`src/rtl/mdio_pkg.sv`:
```
// Shared definitions for the MDIO Clause 22 responder.
// Holds the frame FSM state encoding, the ST/OP field codes and the field lengths.
package mdio_pkg;

    typedef enum logic [3:0] {
        S_IDLE,
        S_ST,
        S_OP,
        S_PHYAD,
        S_REGAD,
        S_TA,
        S_RDATA,
        S_WDATA,
        S_SKIP
    } mdio_state_e;

    localparam logic [1:0] OP_READ  = 2'b10;
    localparam logic [1:0] OP_WRITE = 2'b01;
    localparam logic [1:0] ST_BITS  = 2'b01;

    localparam int PHYAD_LEN = 5;
    localparam int REGAD_LEN = 5;
    localparam int DATA_LEN  = 16;

endpackage

```
`src/rtl/mdio_edge_sync.sv`:
```
// Brings the MDC/MDIO pad signals into the clk domain.
// Ports:
//   clk, aresetn   - system clock, async active-low reset
//   mdc, mdio_i    - raw pad inputs, asynchronous to clk
//   mdc_rise       - one-clk pulse per synchronized MDC rising edge
//   mdio_s         - synchronized MDIO value, aligned with mdc_rise
module mdio_edge_sync (
    input  logic clk,
    input  logic aresetn,
    input  logic mdc,
    input  logic mdio_i,
    output logic mdc_rise,
    output logic mdio_s
);

    // [0],[1] are the synchronizer; [2] is the previous synchronized value.
    logic [2:0] mdc_q, mdc_d;
    logic [1:0] mdio_q, mdio_d;

    always_comb begin
        mdc_d  = {mdc_q[1:0], mdc};
        mdio_d = {mdio_q[0], mdio_i};
    end

    // Reset to ones: an MDC that is already high at reset release is not
    // mistaken for a rising edge, and an idle (pulled-up) line reads as 1.
    always_ff @(posedge clk or negedge aresetn) begin
        if (!aresetn) begin
            mdc_q  <= 3'b111;
            mdio_q <= 2'b11;
        end else begin
            mdc_q  <= mdc_d;
            mdio_q <= mdio_d;
        end
    end

    assign mdc_rise = mdc_q[1] & ~mdc_q[2];
    assign mdio_s   = mdio_q[1];

endmodule

```
`src/rtl/mdio_responder.sv`:
```
// MDIO Clause 22 responder: decodes read/write frames for PHY_ADDR and
// exposes them on a simple register-access port.
// Ports:
//   clk, aresetn          - system clock (>= 8x MDC), async active-low reset
//   mdc, mdio_i           - management clock and MDIO pad input
//   mdio_o, mdio_t        - MDIO drive value and release (t=1 releases the line)
//   reg_addr              - register address of the current frame
//   reg_rd_en, reg_rdata  - read capture pulse and read data for reg_addr
//   reg_wr_en, reg_wdata  - one-clk write strobe and held write data
//   busy                  - high from ST detection until frame end or abort
//
// state   | meaning
// IDLE    | counting preamble ones; a 0 after saturation starts a frame
// ST      | second start bit, must be 1
// OP      | two opcode bits, read or write
// PHYAD   | five PHY address bits, MSB first
// REGAD   | five register address bits, reg_addr loads on the last one
// TA      | turnaround; addressed read starts driving after the first bit
// RDATA   | driving 16 read bits MSB first
// WDATA   | shifting in 16 write bits MSB first
// SKIP    | frame for another PHY, waiting out 16 data bits
module mdio_responder
    import mdio_pkg::*;
#(
    parameter logic [4:0] PHY_ADDR     = 5'd1,
    parameter int         PREAMBLE_MIN = 32
) (
    input  logic        clk,
    input  logic        aresetn,
    input  logic        mdc,
    input  logic        mdio_i,
    output logic        mdio_o,
    output logic        mdio_t,
    output logic [4:0]  reg_addr,
    output logic        reg_rd_en,
    input  logic [15:0] reg_rdata,
    output logic        reg_wr_en,
    output logic [15:0] reg_wdata,
    output logic        busy
);

    localparam logic [5:0] PRE_SAT = 6'(PREAMBLE_MIN);

    logic mdc_rise;
    logic mdio_s;

    mdio_edge_sync u_sync (
        .clk      (clk),
        .aresetn  (aresetn),
        .mdc      (mdc),
        .mdio_i   (mdio_i),
        .mdc_rise (mdc_rise),
        .mdio_s   (mdio_s)
    );

    mdio_state_e state_q, state_d;
    logic [5:0]  pre_cnt_q, pre_cnt_d;
    logic [4:0]  bit_cnt_q, bit_cnt_d;
    logic [15:0] shift_q, shift_d;
    logic        is_read_q, is_read_d;
    logic        match_q, match_d;
    logic [4:0]  reg_addr_q, reg_addr_d;
    logic [15:0] reg_wdata_q, reg_wdata_d;
    logic        rd_en_q, rd_en_d;
    logic        wr_en_q, wr_en_d;
    logic        mdio_o_q, mdio_o_d;
    logic        mdio_t_q, mdio_t_d;
    logic        busy_q, busy_d;

    logic        to_idle;
    logic [1:0]  op_bits;

    always_comb begin
        state_d     = state_q;
        pre_cnt_d   = pre_cnt_q;
        bit_cnt_d   = bit_cnt_q;
        shift_d     = shift_q;
        is_read_d   = is_read_q;
        match_d     = match_q;
        reg_addr_d  = reg_addr_q;
        reg_wdata_d = reg_wdata_q;
        rd_en_d     = 1'b0;
        wr_en_d     = 1'b0;
        mdio_o_d    = mdio_o_q;
        mdio_t_d    = mdio_t_q;
        busy_d      = busy_q;
        to_idle     = 1'b0;
        op_bits     = {shift_q[0], mdio_s};

        if (mdc_rise) begin
            case (state_q)
                S_IDLE: begin
                    if (mdio_s) begin
                        if (pre_cnt_q != PRE_SAT) begin
                            pre_cnt_d = pre_cnt_q + 6'd1;
                        end
                    end else begin
                        pre_cnt_d = '0;
                        if (pre_cnt_q == PRE_SAT) begin
                            state_d = S_ST;
                            busy_d  = 1'b1;
                        end
                    end
                end

                S_ST: begin
                    if (mdio_s == ST_BITS[0]) begin
                        state_d   = S_OP;
                        bit_cnt_d = '0;
                    end else begin
                        to_idle = 1'b1;
                    end
                end

                S_OP: begin
                    shift_d = {shift_q[14:0], mdio_s};
                    if (bit_cnt_q == 5'd0) begin
                        bit_cnt_d = 5'd1;
                    end else if (op_bits == OP_READ || op_bits == OP_WRITE) begin
                        is_read_d = (op_bits == OP_READ);
                        state_d   = S_PHYAD;
                        bit_cnt_d = '0;
                    end else begin
                        to_idle = 1'b1;
                    end
                end

                S_PHYAD: begin
                    shift_d = {shift_q[14:0], mdio_s};
                    if (bit_cnt_q == 5'(PHYAD_LEN - 1)) begin
                        match_d   = ({shift_q[3:0], mdio_s} == PHY_ADDR);
                        state_d   = S_REGAD;
                        bit_cnt_d = '0;
                    end else begin
                        bit_cnt_d = bit_cnt_q + 5'd1;
                    end
                end

                S_REGAD: begin
                    shift_d = {shift_q[14:0], mdio_s};
                    if (bit_cnt_q == 5'(REGAD_LEN - 1)) begin
                        // Mismatched frames still publish the address; no
                        // strobe follows, so downstream ignores it.
                        reg_addr_d = {shift_q[3:0], mdio_s};
                        state_d    = S_TA;
                        bit_cnt_d  = '0;
                    end else begin
                        bit_cnt_d = bit_cnt_q + 5'd1;
                    end
                end

                S_TA: begin
                    if (bit_cnt_q == 5'd0) begin
                        bit_cnt_d = 5'd1;
                        // Drive the TA zero so the master sees it on the next edge.
                        if (is_read_q && match_q) begin
                            shift_d  = reg_rdata;
                            rd_en_d  = 1'b1;
                            mdio_t_d = 1'b0;
                            mdio_o_d = 1'b0;
                        end
                    end else begin
                        bit_cnt_d = '0;
                        if (!match_q) begin
                            state_d = S_SKIP;
                        end else if (is_read_q) begin
                            state_d  = S_RDATA;
                            mdio_o_d = shift_q[15];
                            shift_d  = {shift_q[14:0], 1'b0};
                        end else begin
                            state_d = S_WDATA;
                        end
                    end
                end

                S_RDATA: begin
                    // D15 went out on the TA edge; 15 more bits, then release
                    // on the edge where the master samples D0.
                    if (bit_cnt_q == 5'(DATA_LEN - 1)) begin
                        to_idle = 1'b1;
                    end else begin
                        mdio_o_d  = shift_q[15];
                        shift_d   = {shift_q[14:0], 1'b0};
                        bit_cnt_d = bit_cnt_q + 5'd1;
                    end
                end

                S_WDATA: begin
                    shift_d = {shift_q[14:0], mdio_s};
                    if (bit_cnt_q == 5'(DATA_LEN - 1)) begin
                        reg_wdata_d = {shift_q[14:0], mdio_s};
                        wr_en_d     = 1'b1;
                        to_idle     = 1'b1;
                    end else begin
                        bit_cnt_d = bit_cnt_q + 5'd1;
                    end
                end

                S_SKIP: begin
                    if (bit_cnt_q == 5'(DATA_LEN - 1)) begin
                        to_idle = 1'b1;
                    end else begin
                        bit_cnt_d = bit_cnt_q + 5'd1;
                    end
                end

                default: begin
                    to_idle = 1'b1;
                end
            endcase

            if (to_idle) begin
                state_d   = S_IDLE;
                pre_cnt_d = '0;
                bit_cnt_d = '0;
                mdio_t_d  = 1'b1;
                mdio_o_d  = 1'b1;
                busy_d    = 1'b0;
            end
        end
    end

    always_ff @(posedge clk or negedge aresetn) begin
        if (!aresetn) begin
            state_q     <= S_IDLE;
            pre_cnt_q   <= '0;
            bit_cnt_q   <= '0;
            shift_q     <= '0;
            is_read_q   <= 1'b0;
            match_q     <= 1'b0;
            reg_addr_q  <= '0;
            reg_wdata_q <= '0;
            rd_en_q     <= 1'b0;
            wr_en_q     <= 1'b0;
            mdio_o_q    <= 1'b1;
            mdio_t_q    <= 1'b1;
            busy_q      <= 1'b0;
        end else begin
            state_q     <= state_d;
            pre_cnt_q   <= pre_cnt_d;
            bit_cnt_q   <= bit_cnt_d;
            shift_q     <= shift_d;
            is_read_q   <= is_read_d;
            match_q     <= match_d;
            reg_addr_q  <= reg_addr_d;
            reg_wdata_q <= reg_wdata_d;
            rd_en_q     <= rd_en_d;
            wr_en_q     <= wr_en_d;
            mdio_o_q    <= mdio_o_d;
            mdio_t_q    <= mdio_t_d;
            busy_q      <= busy_d;
        end
    end

    assign mdio_o    = mdio_o_q;
    assign mdio_t    = mdio_t_q;
    assign reg_addr  = reg_addr_q;
    assign reg_rd_en = rd_en_q;
    assign reg_wr_en = wr_en_q;
    assign reg_wdata = reg_wdata_q;
    assign busy      = busy_q;

endmodule
```
`config.mk`:
```
export PLATFORM = sky130hd
export DESIGN_NAME = mdio_responder
export DESIGN_NICKNAME = d
export VERILOG_FILES = /design/src/rtl/mdio_pkg.sv /design/src/rtl/mdio_edge_sync.sv /design/src/rtl/mdio_responder.sv
export SDC_FILE = /design/constraint.sdc
export NUM_CORES = 1
export LEC_CHECK = 0
export CAP_MARGIN = 20
export CORE_ASPECT_RATIO = 1.4
export CORE_MARGIN = 2
export CORE_UTILIZATION = 54
export CTS_CLUSTER_DIAMETER = 80
export DETAILED_ROUTE_END_ITERATION = 7
export GPL_ROUTABILITY_DRIVEN = 0
export PLACE_DENSITY = 0.79
export SETUP_SLACK_MARGIN = 0.1
export SYNTH_ARGS = -nofsm -noshare
export SYNTH_HDL_FRONTEND = slang
export SYNTH_SLANG_ARGS = --single-unit
```
`constraint.sdc`:
```
create_clock -name clk -period 2.75 [get_ports clk]
set_clock_uncertainty 0.1 [all_clocks]
set_input_delay 0.55 -clock clk [delete_from_list [all_inputs] [get_ports clk]]
set_output_delay 0.55 -clock clk [all_outputs]
set_load 0.1 [all_outputs]
```
Word level (Yosys, flattened, before mapping)
Index checks and enable logic that the tools add are counted.

word-level totals
  register bits after elaboration = 64
  output and inout bits = 26
  logic and storage cells = 139

operators by class
  equality and inequality tests = 35
  reductions and logical operators = 28
  mux-type cells = 56
  $add $sub $neg = 2
  bitwise gates (word level) = 3

operators with widths
  cell                   count
  $mux W16               5
  $pmux W16 S3           1
  $mux W4                10
  $ne A3 B3 Y1 const B   12
  $mux W5                6
  $mux W1                26
  $pmux W5 S5            1
  $mux W6                4
  $pmux W4 S6            1
  $eq A4 B3 Y1 const B   4
  $ne A4 B4 Y1 const B   4
  $reduce_and A3 Y1      4
  $reduce_and A4 Y1      3
  $reduce_and A6 Y1      2
  $reduce_and A10 Y1     1
  $reduce_bool A2 Y1     5
  $eq A4 B2 Y1 const B   2
  $reduce_or A4 Y1       2
  $reduce_bool A7 Y1     1
  $add A6 B1 Y6 const B  1
  $eq A6 B6 Y1 const B   1
  $ne A3 B2 Y1 const B   2
  $ne A6 B6 Y1 const B   1
  $reduce_bool A3 Y1     2
  other kinds (21)       23

Logic depth before layout (Yosys ltp)
Gate-level depths: netlist of the first run.

  word-level depth = 8
  gate-level depth with buffers = 9

Hierarchy
A second synthesis of the first run with hierarchy kept.

unflattened totals
  cell total of the unflattened synthesis = 315
  area, all modules = 3,243.1 sq um

modules (own cells, without submodules)
  module          cells an instance  seq. area each (sq um)  instances  area each (sq um)
  mdio_responder  309                1,478.9                 1          3,098.0
  mdio_edge_sync  6                  131.4                   1          145.1

Worst setup path after synthesis of the first run
Ideal clock, no wire load.

  kind = register to register
  start point = register u_sync.mdio_q[1]
  end point = register state_q[2]
  setup time = 0.125 ns
  setup slack = 0.235 ns
  data arrival time = 2.290 ns
  cell stages (with the launch flop) = 8
  cells stage by stage = dfstp_2 > inv_1 > ha_1 > or3b_1 > o32ai_2 > nor2_1 > a21oi_2 > mux2_2

between the ends
  word-level cells in the longest chain between the ends = 8

RTL lines
  element                                                      line                   source
  from (decl)                                                  mdio_edge_sync.sv:18   logic [1:0] mdio_q, mdio_d;
  from (signal assigned)                                       mdio_edge_sync.sv:33   mdio_q <= mdio_d;
  $eq A2 B2 Y1 / $eq A2 B1 Y1 (equally long branches)          mdio_responder.sv:119  end else if (op_bits == OP_READ || op_bits == OP_WRITE) begin
  $logic_or A1 B1 Y1                                           mdio_responder.sv:119
  $mux W1                                                      mdio_responder.sv:119
  $mux W1                                                      mdio_responder.sv:117  if (bit_cnt_q == 5'd0) begin
  $pmux W1 S4                                                  mdio_responder.sv:91   case (state_q)
  $mux W1                                                      mdio_responder.sv:90   if (mdc_rise) begin
  $reduce_bool A7 Y1 (no source line) (tied with other cells)  n/a
  $reduce_and A10 Y1 (no source line)                          n/a
  to (signal assigned)                                         mdio_responder.sv:239  state_q <= state_d;
  to (decl)                                                    mdio_responder.sv:56   mdio_state_e state_q, state_d;

Several ways; a longest one is shown, not always the timed one. The select of a mux whose other input is x is not followed.
A chain may end at the register's enable or synchronous reset.

Worst setup path in the final report of the first run
Ends and elaborated chain as after synthesis.

==> results of run 1 <==
## where the power goes
part | switching (W) | internal, W
sequential | 0.0000136 | 0.000957
clock | 0.000385 | 0.000326
combinational | 0.0000580 | 0.0000528
total | 0.000456 | 0.00134
## metal layers
| metal | wire [um] | part of all wire [%] |
|---|---|---|
| met1 | 2900 | 39 |
| met2 | 3830 | 52 |
| met3 | 427 | 5.7 |
| met4 | 262 | 3.5 |
| met5 | 0 | 0 |
## cell usage after synthesis, types with 2 or more instances
library cell	number
a31oi_1	3
o21ai_0	16
o41ai_1	2
a21oi_1	23
nor3b_1	2
dfstp_2	7
nor2b_1	5
o22ai_1	4
or3_1	4
nor2_1	27
o31ai_1	3
nor4_1	4
nand2b_1	3
inv_1	16
nor3_1	5
dfrtp_1	57
ha_1	7
nand2_1	23
mux2_2	21
and2_1	2
o32ai_1	2
clkbuf_1	8
nand4_1	2
buf_2	6
mux2i_1	17
nand3_1	7
## stage by stage
stage | worst slack, ns | std cells
2_1_floorplan | 0.235 | 304
3_3_place_gp | 0.162 | 416
3_5_place_dp | 0.0957 | 416
4_1_cts | 0.0846 | 432
5_1_grt | 0.0828 | 436
6_report | 0.169 | 436
## what timing repair did
item,in CTS,in global routing
resized for setup,0,11
pin swaps,0,4
hold endpoints to repair,0,0
buffers inserted,0,4
setup endpoints to repair,1,5
## final timing paths
path | slack, ns | cells past startpoint | to | from
hold reg to reg | 0.25 | 0 | u_sync.mdc_q[1]$_DFF_PN1_ | u_sync.mdc_q[0]$_DFF_PN1_
setup reg to reg | 0.17 | 7 | state_q[2]$_DFFE_PN0P_ | u_sync.mdio_q[1]$_DFF_PN1_
max in group asynchronous | 1.76 | 2 | u_sync.mdio_q[0]$_DFF_PN1_ | aresetn
setup / recovery | 0.17 | 7 | state_q[2]$_DFFE_PN0P_ | u_sync.mdio_q[1]$_DFF_PN1_
hold / removal | 0.11 | 1 | pre_cnt_q[1]$_DFFE_PN0P_ | aresetn
min in group clk | 0.25 | 0 | u_sync.mdc_q[1]$_DFF_PN1_ | u_sync.mdc_q[0]$_DFF_PN1_
## state kept, by name, summed over array words and instances (netlist names)
signal,flops
bit_cnt_q,5
reg_addr,5
match_q,1
state_q,4
mdio_o,1
shift_q,16
u_sync.mdio_q,2
reg_wr_en,1
is_read_q,1
pre_cnt_q,6
reg_rd_en,1
reg_wdata,16
u_sync.mdc_q,3
mdio_t,1
busy,1
## layout by cell type, fill, tap and decap left out, drive strengths merged, types with 4 or more instances in the layout
cell	count
nor2	27
o22ai	4
nor4	5
or3	4
mux2i	17
mux2	21
o21ai	16
nor3	5
clkdlybuf4s50	18
dfrtp	57
dfstp	7
o31ai	4
clkbuf	9
inv	17
a21oi	24
nand2	23
nor2b	5
ha	7
clkinv	4
buf	42
nand3	7
## area by class of cell
class | instances | area, sq um
clock buffers | 9 | 124
fillers | 455 | 1830
repair buffers | 60 | 505
multi-input cells | 210 | 1510
inverters | 16 | 60.1
clock inverters | 7 | 47.5
well taps | 70 | 87.6
flip-flops and latches | 64 | 1610
## cell families (layout without fill, tap and decap cells)
kind of cell	count (synthesis)	count (layout)	share of synthesized area (%)
simple gates	97	97	16.4
compound gates	66	66	13.1
xor+xnor	2	2	0.551
flops	64	64	50.6
fa+ha+maj	7	7	2.75
mux	38	38	12.8
buf+inv	30	92	3.78
==> flow_metrics.env, run 1 <==
export IMPL_status="complete, no violations"
export IMPL_hp_class="input pin to asynchronous set/reset pin"
export IMPL_cts_max_level=3
export IMPL_fin_crit_sh_pct=93.8
export IMPL_synthCells=304
export IMPL_use_met2_pct=41.4
export IMPL_layout_drive_gt1_share_pct=27.6
export IMPL_p_total_w=0.00179
export IMPL_fin_util_pct=68.3
export IMPL_yosysTopAreaCellShare_pct=44.9
export IMPL_synth_fp_nets=331
export IMPL_final_area_sq_um=3950
export IMPL_die_area_sq_um=6530
export IMPL_dp_hpwl_mm=5.26
export IMPL_cp_end_kind="flop"
export IMPL_maxCapViolCount=0
export IMPL_gr_usage_all_layers_pct=25.6
export IMPL_critPathBufInv=1
export IMPL_path_cells="inv_1 > ha_1 > or3b_4 > o32ai_4 > nor2_4 > a21oi_2 > mux2_4"
export IMPL_clkSinkCount=64
export IMPL_clk_pin_slew_ns=0.08
export IMPL_antenna_found_initial=0
export IMPL_drtPass1Iterations=5
export IMPL_clk_latency_ns=0.35
export IMPL_grt_pass1_wl_mm=12.2
export IMPL_fin_nets=388
export IMPL_ys_seq_area_share_pct=50.6
export IMPL_ant_nets=0
export IMPL_pin_count=46
export IMPL_gr_usage_met3_pct=5.48
export IMPL_max_slew_worst_pin_slew_ns=0.641
export IMPL_grt_remaining_overflow=0
export IMPL_critical_path_top_delay_family="compound AO/OA/AOI/OAI gates"
export IMPL_crit_fanout=6
export IMPL_rows=33
export IMPL_via_count=2597
export IMPL_drt_wl_total_mm=7.43
export IMPL_required_ns=2.89
export IMPL_wl_per_cell_um=17.0
export IMPL_synthToLayoutAreaGrowth_pct=24.2
export IMPL_cts_root_buf="clkbuf_8"
export IMPL_fp_dieH_um=94.8
export IMPL_cp_slowest_cell="dfstp_2"
export IMPL_fin_crit_ns=2.58
export IMPL_cts_made_buffers=9
export IMPL_io_buffers=45
export IMPL_crit_arrival_ns=2.72
export IMPL_max_stage_delay_ns=0.57
export IMPL_async_flop_share_pct=100
export IMPL_drcViolationCount=0
export IMPL_relSlewSlack_pct=56.6
export IMPL_leakagePower_nw=1.70
export IMPL_synth_area_sq_um=3180
export IMPL_ys_warn_count=0
export IMPL_synth_top_area_cell="dfrtp_1"
export IMPL_viasPerCell=5.96
export IMPL_synthTopCellsByArea="dfrtp_1 45%, mux2_2 7.4%, dfstp_2 5.8%, mux2i_1 5.4%, a21oi_1 3.6%"
export IMPL_synth_seq_cells=64
export IMPL_die_w_um=68.9
export IMPL_synth_edf_count=0
export IMPL_rsz0062_at_grt="false"
export IMPL_first_iter_violations=395
export IMPL_setup_viol=0
export IMPL_synthFlopType="dfrtp_1"
export IMPL_fin_hold_ws_ns=0.108
export IMPL_finalHoldViolations=0
export IMPL_cp_start_kind="flop"
export IMPL_fmax_mhz=388
export IMPL_finalSetupTns_ns=0
export IMPL_core_sq_um=5780
export IMPL_vdd_drop_max_uv=353
export IMPL_slew_viol_final=0
export IMPL_hold_buffers=0
export IMPL_n_antenna_cell=0
export IMPL_cts_tree="done"
export IMPL_use_met1_pct=31.3
export IMPL_start_util_pct=55.0
export IMPL_busiest_layer="met2"
export IMPL_grt_pass1_vias=2474
export IMPL_powerDensity_nw_per_um2=454
export IMPL_synth_distinct_cells=54
export IMPL_critical_path_class="flop to flop"
export IMPL_clk_path_buf_depth=2
export IMPL_grt_max_degree=40
export IMPL_placed_area_sq_um=3690
export IMPL_syn_avg_cell_area_sq_um=10.5
No activity file was read; power rests on OpenSTA's default activity.
==> run 2: changes to the inputs <==
--- a/config.mk
+++ b/config.mk
@@ -8,11 +8,11 @@
 export CAP_MARGIN = 20
 export CORE_ASPECT_RATIO = 1.4
 export CORE_MARGIN = 2
-export CORE_UTILIZATION = 54
+export CORE_UTILIZATION = 49
 export CTS_CLUSTER_DIAMETER = 80
 export DETAILED_ROUTE_END_ITERATION = 7
 export GPL_ROUTABILITY_DRIVEN = 0
-export PLACE_DENSITY = 0.79
+export PLACE_DENSITY = 0.76
 export SETUP_SLACK_MARGIN = 0.1
 export SYNTH_ARGS = -nofsm -noshare
 export SYNTH_HDL_FRONTEND = slang
==> constraint.sdc (replaced) <==
create_clock -name clk -period 2.2 [get_ports clk]
set_clock_uncertainty 0.1 [all_clocks]
set_input_delay 0.44 -clock clk [delete_from_list [all_inputs] [get_ports clk]]
set_output_delay 0.44 -clock clk [all_outputs]
set_load 0.1 [all_outputs]
==> flow_metrics.env, run 2 (synthesized netlist as in run 1, its figures left out) <==
export IMPL_status="finished with violations"
export IMPL_violations="setup timing"
export IMPL_gr_usage_all_layers_pct=28.0
export IMPL_cp_end_kind="flop"
export IMPL_n_antenna_cell=0
export IMPL_vdd_drop_max_uv=696
export IMPL_fin_crit_sh_pct=108
export IMPL_leakagePower_nw=2.00
export IMPL_cp_slowest_cell="dfstp_2"
export IMPL_max_stage_delay_ns=0.56
export IMPL_critical_path_class="flop to flop"
export IMPL_pin_count=46
export IMPL_met1Wirelength_mm=3.46
export IMPL_final_common_cell="buf_4"
export IMPL_rows=34
export IMPL_antenna_found_initial=0
export IMPL_clkSinkCount=64
export IMPL_maxCapViolCount=0
export IMPL_ant_nets=0
export IMPL_rsz0062_at_grt="true"
export IMPL_via_count=2832
export IMPL_fp_dieH_um=99.3
export IMPL_nFillCells=382
export IMPL_relSlewSlack_pct=56.6
export IMPL_multiInputGateArea_sq_um=1750
export IMPL_die_w_um=72.1
export IMPL_p_total_w=0.00253
export IMPL_finalSetupTns_ns=-1.76
export IMPL_layout_setup_ws_ns=-0.171
export IMPL_hp_class="flop to flop"
export IMPL_met3_length_um=374
export IMPL_critical_path_top_delay_family="flip-flops"
export IMPL_fin_nets=426
export IMPL_fmax_mhz=422
export IMPL_critPathBufInv=1
export IMPL_clk_latency_ns=0.35
export IMPL_required_ns=2.33
export IMPL_drt_wl_total_mm=9.43
export IMPL_start_util_pct=50.8
export IMPL_first_iter_violations=221
export IMPL_crit_fanout=4
export IMPL_io_buffers=45
export IMPL_wl_met2_mm=5.21
export IMPL_core_sq_um=6250
export IMPL_dp_hpwl_mm=5.76
export IMPL_seqCellArea_sq_um=1610
export IMPL_finalHoldViolations=0
export IMPL_grt_remaining_overflow=0
export IMPL_post_place_ws_ns=-0.211
export IMPL_grt_pass1_wl_mm=15.2
export IMPL_max_slew_worst_pin_slew_ns=0.646
export IMPL_clk_pin_slew_ns=0.07
export IMPL_cp_start_kind="flop"
export IMPL_dr_max_layer_used="met4"
export IMPL_wl_per_cell_um=19.8
export IMPL_path_cells="inv_4 > ha_4 > or3b_4 > o32ai_4 > nor2_2 > a21oi_2 > mux2_4"
export IMPL_drtPass1Iterations=4
export IMPL_powerDensity_nw_per_um2=537
export IMPL_cts_root_buf="clkbuf_8"
export IMPL_drcViolationCount=0
export IMPL_viasPerCell=5.95
export IMPL_layout_drive_gt1_share_pct=44.6
export IMPL_cts_tree="done"
export IMPL_setup_viol=31
export IMPL_clk_path_buf_depth=2
export IMPL_synthToLayoutAreaGrowth_pct=48.2
export IMPL_fin_crit_ns=2.37
export IMPL_mostFrequentLayoutCells="56 x buf_4, 55 x dfrtp_1, 24 x nor2_1, 21 x nand2_1, 20 x mux2_2"
export IMPL_grt_pass1_vias=3156
export IMPL_cts_made_buffers=9
export IMPL_grt_max_degree=47
export IMPL_cts_max_level=3
export IMPL_slew_viol_final=0
export IMPL_die_area_sq_um=7160
export IMPL_crit_arrival_ns=2.51
[run 2: worst reg2reg max path, stage by stage (launching register included)]
cell and delay [ns]:
dfstp_2 0.56, inv_4 0.04, ha_4 0.25, or3b_4 0.38, o32ai_4 0.35, nor2_2 0.08, a21oi_2 0.18, mux2_4 0.31
[run 2: layout make-up]
cell class / count / area share (%)
Clock buffer: 10 / 2.71
Multi-Input combinational cell: 210 / 37.2
Timing Repair Buffer: 98 / 20.6
Tap cell: 72 / 1.91
Clock inverter: 6 / 1.96
Inverter: 16 / 1.43
Sequential cell: 64 / 34.2
[run 2: where the power goes]
part / total, W / switching, W / internal [W]
Combinational: 0.000173 / 0.0000918 / 0.0000808
Clock: 0.00114 / 0.000501 / 0.000644
Sequential: 0.00121 / 0.0000174 / 0.00120
[run 2: stage by stage]
stage | cell area, sq um | hold WS (ns) | util, % | cells
floorplan | 3260 | 0.0444 | - | 304
global placement | 4030 | 0.246 | 64.4 | 444
detailed placement | 4030 | 0.248 | 64.4 | 444
CTS | 4620 | 0.267 | 73.9 | 474
global route | 4710 | 0.272 | 75.4 | 476
finish | 4710 | 0.267 | 75.4 | 476
[run 2: routing by layer]
layer | GRT usage [%] | vias to the layer above
met3 | 6.59 | 34
met4 | 15.5 | 0
met2 | 49.4 | 90
met1 | 30.0 | 1424
li1 | - | 1284
met5 | 0 | -
[run 2: what timing repair did]
action                                  4_1_cts  5_1_grt
setup buffers                                 9        3
gates cloned                                  4        0
endpoints found under the setup margin       50       56
hold endpoints to repair                     15        0
pin swaps                                    24       13
gates resized for setup                      63       16
hold buffers                                  1        0
[run 2: path summary, 6_finish.rpt]
| kind | startpoint | slack, ns | depth (start not counted) | end |
|---|---|---|---|---|
| setup / recovery | u_sync.mdio_q[1]$_DFF_PN1_ | -0.17 | 7 | state_q[2]$_DFFE_PN0P_ |
| hold / removal | u_sync.mdc_q[0]$_DFF_PN1_ | 0.27 | 0 | u_sync.mdc_q[1]$_DFF_PN1_ |
| setup reg to reg | u_sync.mdio_q[1]$_DFF_PN1_ | -0.17 | 7 | state_q[2]$_DFFE_PN0P_ |
| hold reg to reg | u_sync.mdc_q[0]$_DFF_PN1_ | 0.27 | 0 | u_sync.mdc_q[1]$_DFF_PN1_ |
| max in group asynchronous | aresetn | 0.89 | 3 | u_sync.mdc_q[1]$_DFF_PN1_ |
| min in group asynchronous | aresetn | 0.47 | 2 | pre_cnt_q[3]$_DFFE_PN0P_ |
